<file path="src/rtl/can_pkg.sv">
// ---------------------------------------------------------------------------
// can_pkg
// Shared constants and types for the CAN bit-stuffing datapath.
//   STUFF_LEN : number of identical consecutive bits after which a
//               complementary stuff bit is inserted.
//   RECESSIVE : idle/recessive bus level.
//   stuff_state_t : stuffer FSM states.
//     IDLE  - outside the stuff area, bits passed straight through
//     STUFF - inside the stuff area, runs are tracked
//     PEND  - stuff area has closed but a stuff bit is still owed
// ---------------------------------------------------------------------------
package can_pkg;

   localparam int   STUFF_LEN = 5;
   localparam logic RECESSIVE = 1'b1;

   typedef enum logic [1:0] {
      IDLE  = 2'd0,
      STUFF = 2'd1,
      PEND  = 2'd2
   } stuff_state_t;

endpackage

</file>
<file path="src/rtl/stuff_run_counter.sv">
// ---------------------------------------------------------------------------
// stuff_run_counter
// Tracks the length of the current run of identical bus bits and the value
// of the last bit of that run.  Shared by the transmit stuffer and the
// receive stuff-error checker.
//
// Ports
//   clk        : system clock
//   reset      : asynchronous active-low reset (count 0, last bit recessive)
//   clear      : drop the run (count to 0, last bit kept)
//   load       : start a new run with bit_in (count 1)
//   step       : append bit_in to the run (extend or restart at 1)
//   bit_in     : bit being loaded/appended
//   run_cnt    : current run length, 0..STUFF_LEN
//   last_bit   : value of the most recent bit in the run
//   at_limit   : run_cnt has reached STUFF_LEN
//   step_hits  : appending bit_in now would bring the run to STUFF_LEN
// Priority when several controls are asserted: clear, load, step.
// ---------------------------------------------------------------------------
module stuff_run_counter
   import can_pkg::*;
(
   input  logic       clk,
   input  logic       reset,
   input  logic       clear,
   input  logic       load,
   input  logic       step,
   input  logic       bit_in,
   output logic [2:0] run_cnt,
   output logic       last_bit,
   output logic       at_limit,
   output logic       step_hits
);

   localparam logic [2:0] LIMIT      = 3'(STUFF_LEN);
   localparam logic [2:0] LIMIT_LESS = 3'(STUFF_LEN - 1);

   always_ff @(posedge clk or negedge reset) begin
      if (!reset) begin
         run_cnt  <= 3'd0;
         last_bit <= RECESSIVE;
      end else if (clear) begin
         run_cnt  <= 3'd0;
      end else if (load) begin
         run_cnt  <= 3'd1;
         last_bit <= bit_in;
      end else if (step) begin
         last_bit <= bit_in;
         // Saturate so the count can never leave 0..STUFF_LEN, even if a
         // caller keeps stepping an already complete run.
         if (bit_in == last_bit && run_cnt < LIMIT) begin
            run_cnt <= run_cnt + 3'd1;
         end else begin
            run_cnt <= 3'd1;
         end
      end
   end

   assign at_limit  = (run_cnt == LIMIT);
   assign step_hits = (run_cnt == LIMIT_LESS) && (bit_in == last_bit);

endmodule

</file>
<file path="src/rtl/can_bit_stuffer.sv">
// ---------------------------------------------------------------------------
// can_bit_stuffer
// CAN transmit bit stuffer.  On each transmit point it either forwards the
// next frame bit from the frame generator or, after STUFF_LEN identical bits
// inside the stuff area, drives a complementary stuff bit instead and holds
// the frame bit for the following bit time.
//
// Ports
//   clk       : system clock, all state on rising edge
//   reset     : asynchronous active-low reset
//   TP        : transmit-point strobe, one clk wide per bit time
//   TX_IN     : next unstuffed frame bit, held until BIT_ACK
//   F_STF     : stuff-area flag, active-low (0 = stuffing enabled)
//   TX        : registered bus bit, 1 = recessive
//   BIT_ACK   : one-clk pulse, TX_IN consumed this bit time
//   STUFF_INS : one-clk pulse, a stuff bit is on TX this bit time
//   RUN_CNT   : current identical-bit run length, 0..5
//
// Handshake: TX_IN/BIT_ACK is a hold-until-acknowledged interface.  The
// frame generator presents a bit and keeps it stable; BIT_ACK=1 for one
// clk (the cycle after the TP edge) means the bit went out on TX and the
// generator may present the next one.  STUFF_INS and BIT_ACK are mutually
// exclusive: a stuff-bit time never consumes a frame bit.
//
// The FSM state is visible as the internal signal state_q.
// ---------------------------------------------------------------------------
module can_bit_stuffer
   import can_pkg::*;
(
   input  logic       clk,
   input  logic       reset,
   input  logic       TP,
   input  logic       TX_IN,
   input  logic       F_STF,
   output logic       TX,
   output logic       BIT_ACK,
   output logic       STUFF_INS,
   output logic [2:0] RUN_CNT
);

   stuff_state_t state_q;
   stuff_state_t state_d;

   logic tx_d;
   logic ack_d;
   logic stf_d;

   logic cnt_clear;
   logic cnt_load;
   logic cnt_step;
   logic cnt_bit;
   logic last_bit;
   logic at_limit;
   logic step_hits;

   stuff_run_counter u_run (
      .clk       (clk),
      .reset     (reset),
      .clear     (cnt_clear),
      .load      (cnt_load),
      .step      (cnt_step),
      .bit_in    (cnt_bit),
      .run_cnt   (RUN_CNT),
      .last_bit  (last_bit),
      .at_limit  (at_limit),
      .step_hits (step_hits)
   );

   always_comb begin
      state_d   = state_q;
      tx_d      = TX;
      ack_d     = 1'b0;
      stf_d     = 1'b0;
      cnt_clear = 1'b0;
      cnt_load  = 1'b0;
      cnt_step  = 1'b0;
      cnt_bit   = TX_IN;

      if (TP) begin
         unique case (state_q)
            IDLE: begin
               tx_d  = TX_IN;
               ack_d = 1'b1;
               if (!F_STF) begin
                  // This bit (SOF) is the first bit of the first run.
                  cnt_load = 1'b1;
                  state_d  = STUFF;
               end else begin
                  cnt_clear = 1'b1;
               end
            end

            STUFF: begin
               if (at_limit) begin
                  // A stuff bit is owed: it is sent now whatever F_STF says,
                  // so a run closed by the last CRC bit is still stuffed.
                  tx_d  = ~last_bit;
                  stf_d = 1'b1;
                  if (F_STF) begin
                     cnt_clear = 1'b1;
                     state_d   = IDLE;
                  end else begin
                     // Stuff bit opens the next run.
                     cnt_load = 1'b1;
                     cnt_bit  = ~last_bit;
                  end
               end else begin
                  tx_d  = TX_IN;
                  ack_d = 1'b1;
                  if (!F_STF) begin
                     cnt_step = 1'b1;
                  end else if (step_hits) begin
                     // Area closes on the bit that completes a run: the
                     // stuff bit is still owed at the next TP.
                     cnt_step = 1'b1;
                     state_d  = PEND;
                  end else begin
                     cnt_clear = 1'b1;
                     state_d   = IDLE;
                  end
               end
            end

            PEND: begin
               tx_d      = ~last_bit;
               stf_d     = 1'b1;
               cnt_clear = 1'b1;
               state_d   = IDLE;
            end

            default: begin
               state_d   = IDLE;
               cnt_clear = 1'b1;
            end
         endcase
      end
   end

   always_ff @(posedge clk or negedge reset) begin
      if (!reset) begin
         state_q   <= IDLE;
         TX        <= RECESSIVE;
         BIT_ACK   <= 1'b0;
         STUFF_INS <= 1'b0;
      end else begin
         state_q   <= state_d;
         TX        <= tx_d;
         BIT_ACK   <= ack_d;
         STUFF_INS <= stf_d;
      end
   end

endmodule

</file>
<file path="config.mk">
export PLATFORM = sky130hd
export DESIGN_NAME = can_bit_stuffer
export DESIGN_NICKNAME = d
export VERILOG_FILES = /design/src/rtl/can_pkg.sv /design/src/rtl/stuff_run_counter.sv /design/src/rtl/can_bit_stuffer.sv
export SDC_FILE = /design/constraint.sdc
export NUM_CORES = 1
export LEC_CHECK = 0
export ABC_AREA = 1
export BUFFER_PORTS_ARGS = -buffer_cell sky130_fd_sc_hd__buf_4
export CAP_MARGIN = 20
export CORE_AREA = 2 2 39 41
export DETAILED_ROUTE_END_ITERATION = 10
export DIE_AREA = 0 0 41 43
export GPL_TIMING_DRIVEN = 0
export MAX_ROUTING_LAYER = met4
export PLACE_DENSITY_LB_ADDON = 0.3
export SLEW_MARGIN = 15
export SYNTH_ARGS = -nofsm -noshare
export SYNTH_HDL_FRONTEND = slang
export SYNTH_SLANG_ARGS = --single-unit
export TNS_END_PERCENT = 20
</file>
<file path="constraint.sdc">
create_clock -name clk -period 1.72 [get_ports clk]
set_input_delay 0.172 -clock clk [delete_from_list [all_inputs] [get_ports clk]]
set_output_delay 0.172 -clock clk [all_outputs]
set_load 0.005 [all_outputs]
</file>
Word-level counts from Yosys, hierarchy flattened

Cells that the tools add are included.

Flip-flop bits (word level): 9
Input bits: 5
Output and inout bits: 6
Word-level logic and storage cells: 65

Add/subtract/negate cells: 1
Order comparisons: 1
Equal/unequal tests: 7
Multiplexer cells: 39
Bitwise logic cells: 2
Reduce and logical (&&, ||, !) cells: 9

Operators by type and width:

| kind                                                 | number |
|---|---|
| 2-to-1 mux 1 bit                                     | 24 |
| 2-to-1 mux 3 bit                                     | 4 |
| 2-to-1 mux 2 bit                                     | 5 |
| case mux 1 bit (2 select lines)                      | 4 |
| equality test 3 bit (second input constant)          | 2 |
| nonzero test 3 bit                                   | 2 |
| inequality test 2 bit (second input constant)        | 2 |
| case mux 2 bit (2 select lines)                      | 1 |
| AND reduction 2 bit                                  | 2 |
| adder 3 x 1 -> 3 bit (second input constant)         | 1 |
| < comparator 3 bit (second input constant)           | 1 |
| case mux 1 bit (3 select lines)                      | 1 |
| AND reduction 3 bit                                  | 1 |
| equality test 2 x 1 -> 1 bit (second input constant) | 1 |
| equality test 2 bit (second input constant)          | 1 |
| logical AND 1 bit                                    | 2 |
| zero test 2 bit                                      | 1 |
| NOT 1 bit                                            | 2 |
| nonzero test 2 bit                                   | 1 |
| equality test 1 bit                                  | 1 |

Depth between registers and ports, before layout

Depth in word-level cells: 15
Mapped depth: 14
Gate-level depth less buffers: 14

Hierarchy

Synthesis repeated with hierarchy kept, for this count alone.

Cells, all modules: 101
Area total of the unflattened synthesis: 732.0 sq um

Modules (own cells, without submodules):

| module            | times used | cells each | area an instance (sq um) | seq. area each (sq um) |
|---|---|---|---|---|
| can_bit_stuffer   | 1          | 61         | 436.7                    | 126.4 |
| stuff_run_counter | 1          | 40         | 295.3                    | 101.3 |

Worst setup path before layout

OpenSTA, ideal clock, no wires.

Kind: flip-flop to flip-flop
Start: reg u_run.run_cnt[1]
End: reg u_run.run_cnt[0]
Setup time: 0.117 ns
Arrival time: 1.390 ns
Data required time: 1.603 ns
Setup slack: 0.213 ns
Cell stages (with the launch flop): 14
Period minus slack after synthesis: 1.507 ns
Cell sequence: dfrtp_1 > inv_1 > ha_1 > nand2_1 > nor2_2 > nand2_2 > nand3_1 > nand2_2 > nand2_2 > nand2_1 > nand2_1 > nand2_2 > nand3_1 > nand2_1

Cells in the longest elaborated chain, start to end: 12
Elaborated cells on any way between the ends: 27
Those cells by class: order compare (1); eq/ne (3); mux (20); reduce/logical (3)

Ends and longest elaborated chain:

| element                                                             | RTL line                                         | RTL |
|---|---|---|
| start, declared                                                     | stuff_run_counter.sv:29                          | `output logic [2:0] run_cnt,` |
| start signal, assigned                                              | stuff_run_counter.sv:52                          | `run_cnt <= run_cnt + 3'd1;` |
| equality test 3 bit                                                 | stuff_run_counter.sv:59                          | `assign at_limit = (run_cnt == LIMIT);` |
| 2-to-1 mux 1 bit                                                    | can_bit_stuffer.sv:94                            | `if (at_limit) begin` |
| 2-to-1 mux 1 bit                                                    | can_bit_stuffer.sv:80                            | `unique case (state_q)` |
| 2-to-1 mux 1 bit                                                    | can_bit_stuffer.sv:79                            | `if (TP) begin` |
| equality test 1 bit                                                 | stuff_run_counter.sv:51, stuff_run_counter.sv:60 |  |
| logical AND 1 bit                                                   | stuff_run_counter.sv:60                          | `assign step_hits = (run_cnt == LIMIT_LESS) && (bit_in == last_bit);` |
| 2-to-1 mux 1 bit                                                    | can_bit_stuffer.sv:112                           | `end else if (step_hits) begin` |
| 2-to-1 mux 1 bit                                                    | can_bit_stuffer.sv:110                           | `if (!F_STF) begin` |
| 2-to-1 mux 1 bit                                                    | can_bit_stuffer.sv:94                            |  |
| case mux 1 bit (2 select lines) or 2-to-1 mux 1 bit (tied branches) | can_bit_stuffer.sv:80                            |  |
| 2-to-1 mux 1 bit                                                    | can_bit_stuffer.sv:79                            |  |
| nonzero test 3 bit (no line) or 2-to-1 mux 3 bit (tied branches)    | --                                               |  |

Parallel ways exist; a longest one is shown, timed or not. The select of a mux whose other input is x is not followed.
A chain may end at the register's enable or synchronous reset.

Worst setup path after layout

Start: reg u_run.run_cnt[1]
End: reg u_run.last_bit

Cells in the longest elaborated chain, start to end: 13
Elaborated cells on any way between the ends: 25
Those cells by class: eq/ne (3); mux (18); bitwise (1); reduce/logical (3)

Ends and longest elaborated chain:

| element                                                             | RTL line                | RTL |
|---|---|---|
| equality test 3 bit                                                 | stuff_run_counter.sv:59 |  |
| 2-to-1 mux 1 bit                                                    | can_bit_stuffer.sv:94   |  |
| 2-to-1 mux 1 bit                                                    | can_bit_stuffer.sv:80   |  |
| 2-to-1 mux 1 bit                                                    | can_bit_stuffer.sv:79   |  |
| equality test 1 bit                                                 | stuff_run_counter.sv:60 |  |
| logical AND 1 bit                                                   | stuff_run_counter.sv:60 |  |
| 2-to-1 mux 1 bit                                                    | can_bit_stuffer.sv:112  |  |
| 2-to-1 mux 1 bit                                                    | can_bit_stuffer.sv:110  |  |
| 2-to-1 mux 1 bit                                                    | can_bit_stuffer.sv:94   |  |
| case mux 1 bit (2 select lines) or 2-to-1 mux 1 bit (tied branches) | can_bit_stuffer.sv:80   |  |
| 2-to-1 mux 1 bit                                                    | can_bit_stuffer.sv:79   |  |
| NOT 1 bit (no line) or nonzero test 2 bit (tied branches)           | --                      |  |
| AND reduction 2 bit (no line)                                       | --                      |  |
| end signal, assigned                                                | stuff_run_counter.sv:46 | `last_bit <= bit_in;` |
| end signal, assigned                                                | stuff_run_counter.sv:48 | `last_bit <= bit_in;` |
| end, declared                                                       | stuff_run_counter.sv:30 | `output logic last_bit,` |

Parallel ways exist; a longest one is shown, timed or not. The select of a mux whose other input is x is not followed.

==> out/qor.yml <==
finish:
  nNetsFinal: 121
  fin_cells: 124
  finish.utilization: 0.631
  areaGrowthSynthToFinish_pct: 36.9
  antenna_cells: 0
  drive_gt1_frac: 0.361
die:
  coreArea_um2: 1380
  dieHeight_um: 43
  io_pins: 11
  die_w_um: 41
  rows: 14
  fp.dieArea_um2: 1760
  initial_core_util: 0.461
sta:
  fin_setup_tns_ps: 0
  rsz0062_at_grt: "no"
  post-route-period-util: 0.923
  min_period_ps: 1590
  setup_viol: 0
  drv_slew: 0
  relSlewSlack: 0.790
  fmax_ghz: 0.630
  timing.hold.ws_ps: 162
  worstMarginPinSlew_ps: 314
  hold_violations: 0
  fin_worst_skew_ps: 2.08
logic_synthesis:
  synth_xor_area_frac: 0.0137
  synth_nets: 99
  ys_seq_elements: 9
  yosysWarnings: 0
  yosys.area_share.simple: 0.331
  syn_inst: 87
  yosysUniqueCellTypes: 21
  synth.mux.area_fraction: 0
  synth-compound-area-share: 0.0843
  syn_area_um2: 638
  synth_fa_ha_area_frac: 0.137
  ys_seq_area_frac: 0.357
  avgSynthCellArea_um2: 7.33
  synth_top_family_by_area: "simple AND/OR/NAND/NOR gates"
critical_path:
  rr_worst_depth: 14
  end_kind: "register"
  crit_path_start_kind: "register"
  critPathMaxFanout: 5
  r2r_setup_slack_ps: 130
  cp.required_ps: 1930
  reg2reg_from: "u_run.run_cnt[1]$_DFFE_PN0P_"
  cp_data_arrival_time_ps: 1790
  r2r_end: "u_run.last_bit$_DFFE_PN1P_"
  path_class: "reg2reg"
clocking:
  cts.sinks: 9
  root_buffer: "clkbuf_4"
  cts_max_path_buffers: 2
  htreeDepth: 1
  worst_skew_pair.late_latency_ps: 260
  clk_pin_slew_ps: 60
  cts_made_buffers: 3
  tritoncts: "done"
detailed_routing:
  wl_met1_um: 607
  dr.pass1.iters: 3
  num_vias: 617
  drc: 0
  viasPerCell: 4.98
  top_layer: "met4"
  wl_met3_um: 45
  met2WireLength_um: 688
  ant_nets: 0
  post_drt_wl_per_cell_um: 11.0
  drtIter0Drc: 2
  wl_um: 1370
worst_hold_path:
  hold_depth: 3
  min-delay-start: "TX_IN"
  hold-path-endpoint: "TX$_DFFE_PN1P_"
  hold_class: "in2reg"
grt:
  grt_max_degree: 10
  gr-total-overflow: 0
  antenna_found_initial: 0
  grt_util_all_layers: 0.180
  grt_pass1_vias: 542
  grt_pass1_wl_um: 2140
place:
  dp_hpwl_um: 963
  dpl.cell_count: 113
  portBuffers: 10
  gp_congestion: 0.842
pwr:
  p_per_area_nw_per_um2: 1060
  p_leak_nw: 0.457
  power_mw: 0.922
  ir_worst_vdd_mv: 0.580
status:
  status: "finished, final reports clean"
job:
  maxCapViolCount: 0
-- per-layer routing --
| metal | up-vias | global-route usage |
|---|---|---|
| li1 | 315 | - |
| met1 | 286 | 0.216 |
| met2 | 11 | 0.281 |
| met3 | 5 | 0.0314 |
| met4 | 0 | 0.0800 |
| met5 | - | - |
-- cell usage in the layout, fill, tap and decap left out, types with 3 or more instances in the layout --
| cell type | count |
|---|---|
| nand2_1 | 28 |
| nand2_2 | 4 |
| nand3_2 | 4 |
| buf_4 | 16 |
| dfrtp_1 | 6 |
| inv_1 | 7 |
| clkbuf_4 | 3 |
| ha_1 | 5 |
| inv_2 | 4 |
| o21ai_0 | 3 |
| nor2_1 | 5 |
-- critical path, cell delays in order (launching register included) --
cell	delay (ps)
dfrtp_1	390
inv_2	80
ha_4	130
nand2_2	70
nor2_4	150
nand2_4	80
nand3_2	60
nand2_2	80
nand2_2	70
nand2_1	60
nand2_1	70
nand2_2	100
nand2_1	90
nand2_1	50
nand2_1	50
-- how the worst max path moves through the flow --
stage / slack [ps] / end / from / depth (start not counted)
after CTS: 20 / u_run.run_cnt[0]$_DFFE_PN0P_ / state_q[1]$_DFFE_PN0P_ / 13
after global placement: 50 / u_run.run_cnt[1]$_DFFE_PN0P_ / state_q[1]$_DFFE_PN0P_ / 13
after detailed placement: 30 / u_run.run_cnt[0]$_DFFE_PN0P_ / state_q[1]$_DFFE_PN0P_ / 13
after floorplan: 210 / u_run.run_cnt[0]$_DFFE_PN0P_ / u_run.run_cnt[1]$_DFFE_PN0P_ / 13
final: 130 / u_run.last_bit$_DFFE_PN1P_ / u_run.run_cnt[1]$_DFFE_PN0P_ / 14
after global routing: 0.6 / u_run.last_bit$_DFFE_PN1P_ / u_run.run_cnt[1]$_DFFE_PN0P_ / 14
-- synth_stat cells --
| library cell | number | area (µm²) |
|---|---|---|
| o211ai_1 | 1 | 7.51 |
| nor3_1 | 1 | 5.00 |
| xnor2_1 | 1 | 8.76 |
| nor2_2 | 1 | 6.26 |
| a31oi_1 | 1 | 6.26 |
| nor2_4 | 1 | 11.3 |
| inv_2 | 1 | 3.75 |
| nand2_2 | 4 | 25.0 |
| o31ai_1 | 1 | 7.51 |
| nand4_1 | 1 | 6.26 |
| o21ai_0 | 3 | 15.0 |
| nand2_1 | 29 | 109 |
| ha_1 | 7 | 87.6 |
| clkinv_1 | 2 | 7.51 |
| o21a_1 | 1 | 7.51 |
| nand3_1 | 6 | 30.0 |
| dfstp_2 | 2 | 52.6 |
| dfrtp_1 | 7 | 175 |
| inv_1 | 10 | 37.5 |
| a21oi_1 | 2 | 10.0 |
| nor2_1 | 5 | 18.8 |
-- timing repair --
action                     in CTS  in global routing
hold buffers                    1                  0
setup endpoints to repair       0                  4
buffers inserted                0                  6
hold endpoints to repair        9                  0
resized for setup               0                 15
-- flip-flops by register name, summed over array words and instances (netlist names) --
register,flops
BIT_ACK,1
STUFF_INS,1
TX,1
state_q,2
u_run.last_bit,1
u_run.run_cnt,3
-- per-stage QoR --
step	setup slack [ps]	cell area, µm²
6_report	133	873
5_1_grt	0.626	873
4_1_cts	16.2	769
3_5_place_dp	34.5	733
3_3_place_gp	52.0	733
2_1_floorplan	213	638
-- cell type report --
| class | count | area [µm²] |
|---|---|---|
| tap | 16 | 20.0 |
| sequential | 9 | 229 |
| timing repair buffer | 17 | 130 |
| multi-input combinational | 65 | 419 |
| inverter | 13 | 48.8 |
| fill | 139 | 510 |
| clock buffer | 4 | 26.3 |
-- report_power, final --
group          switching [mW]  total [mW]  internal, mW
clock network          0.0746       0.164        0.0895
registers              0.0528       0.327         0.274
logic                   0.242       0.431         0.189
total                   0.369       0.922         0.553
-- kinds of logic after synthesis --
group                    Yosys count
buffers and inverters             13
adder cells (fa/ha/maj)            7
flip-flops                         9
AND/OR/NAND/NOR                   48
AO/OA/AOI/OAI                      9
XOR/XNOR                           1
Note: power is estimated with default switching activity, not from simulation.
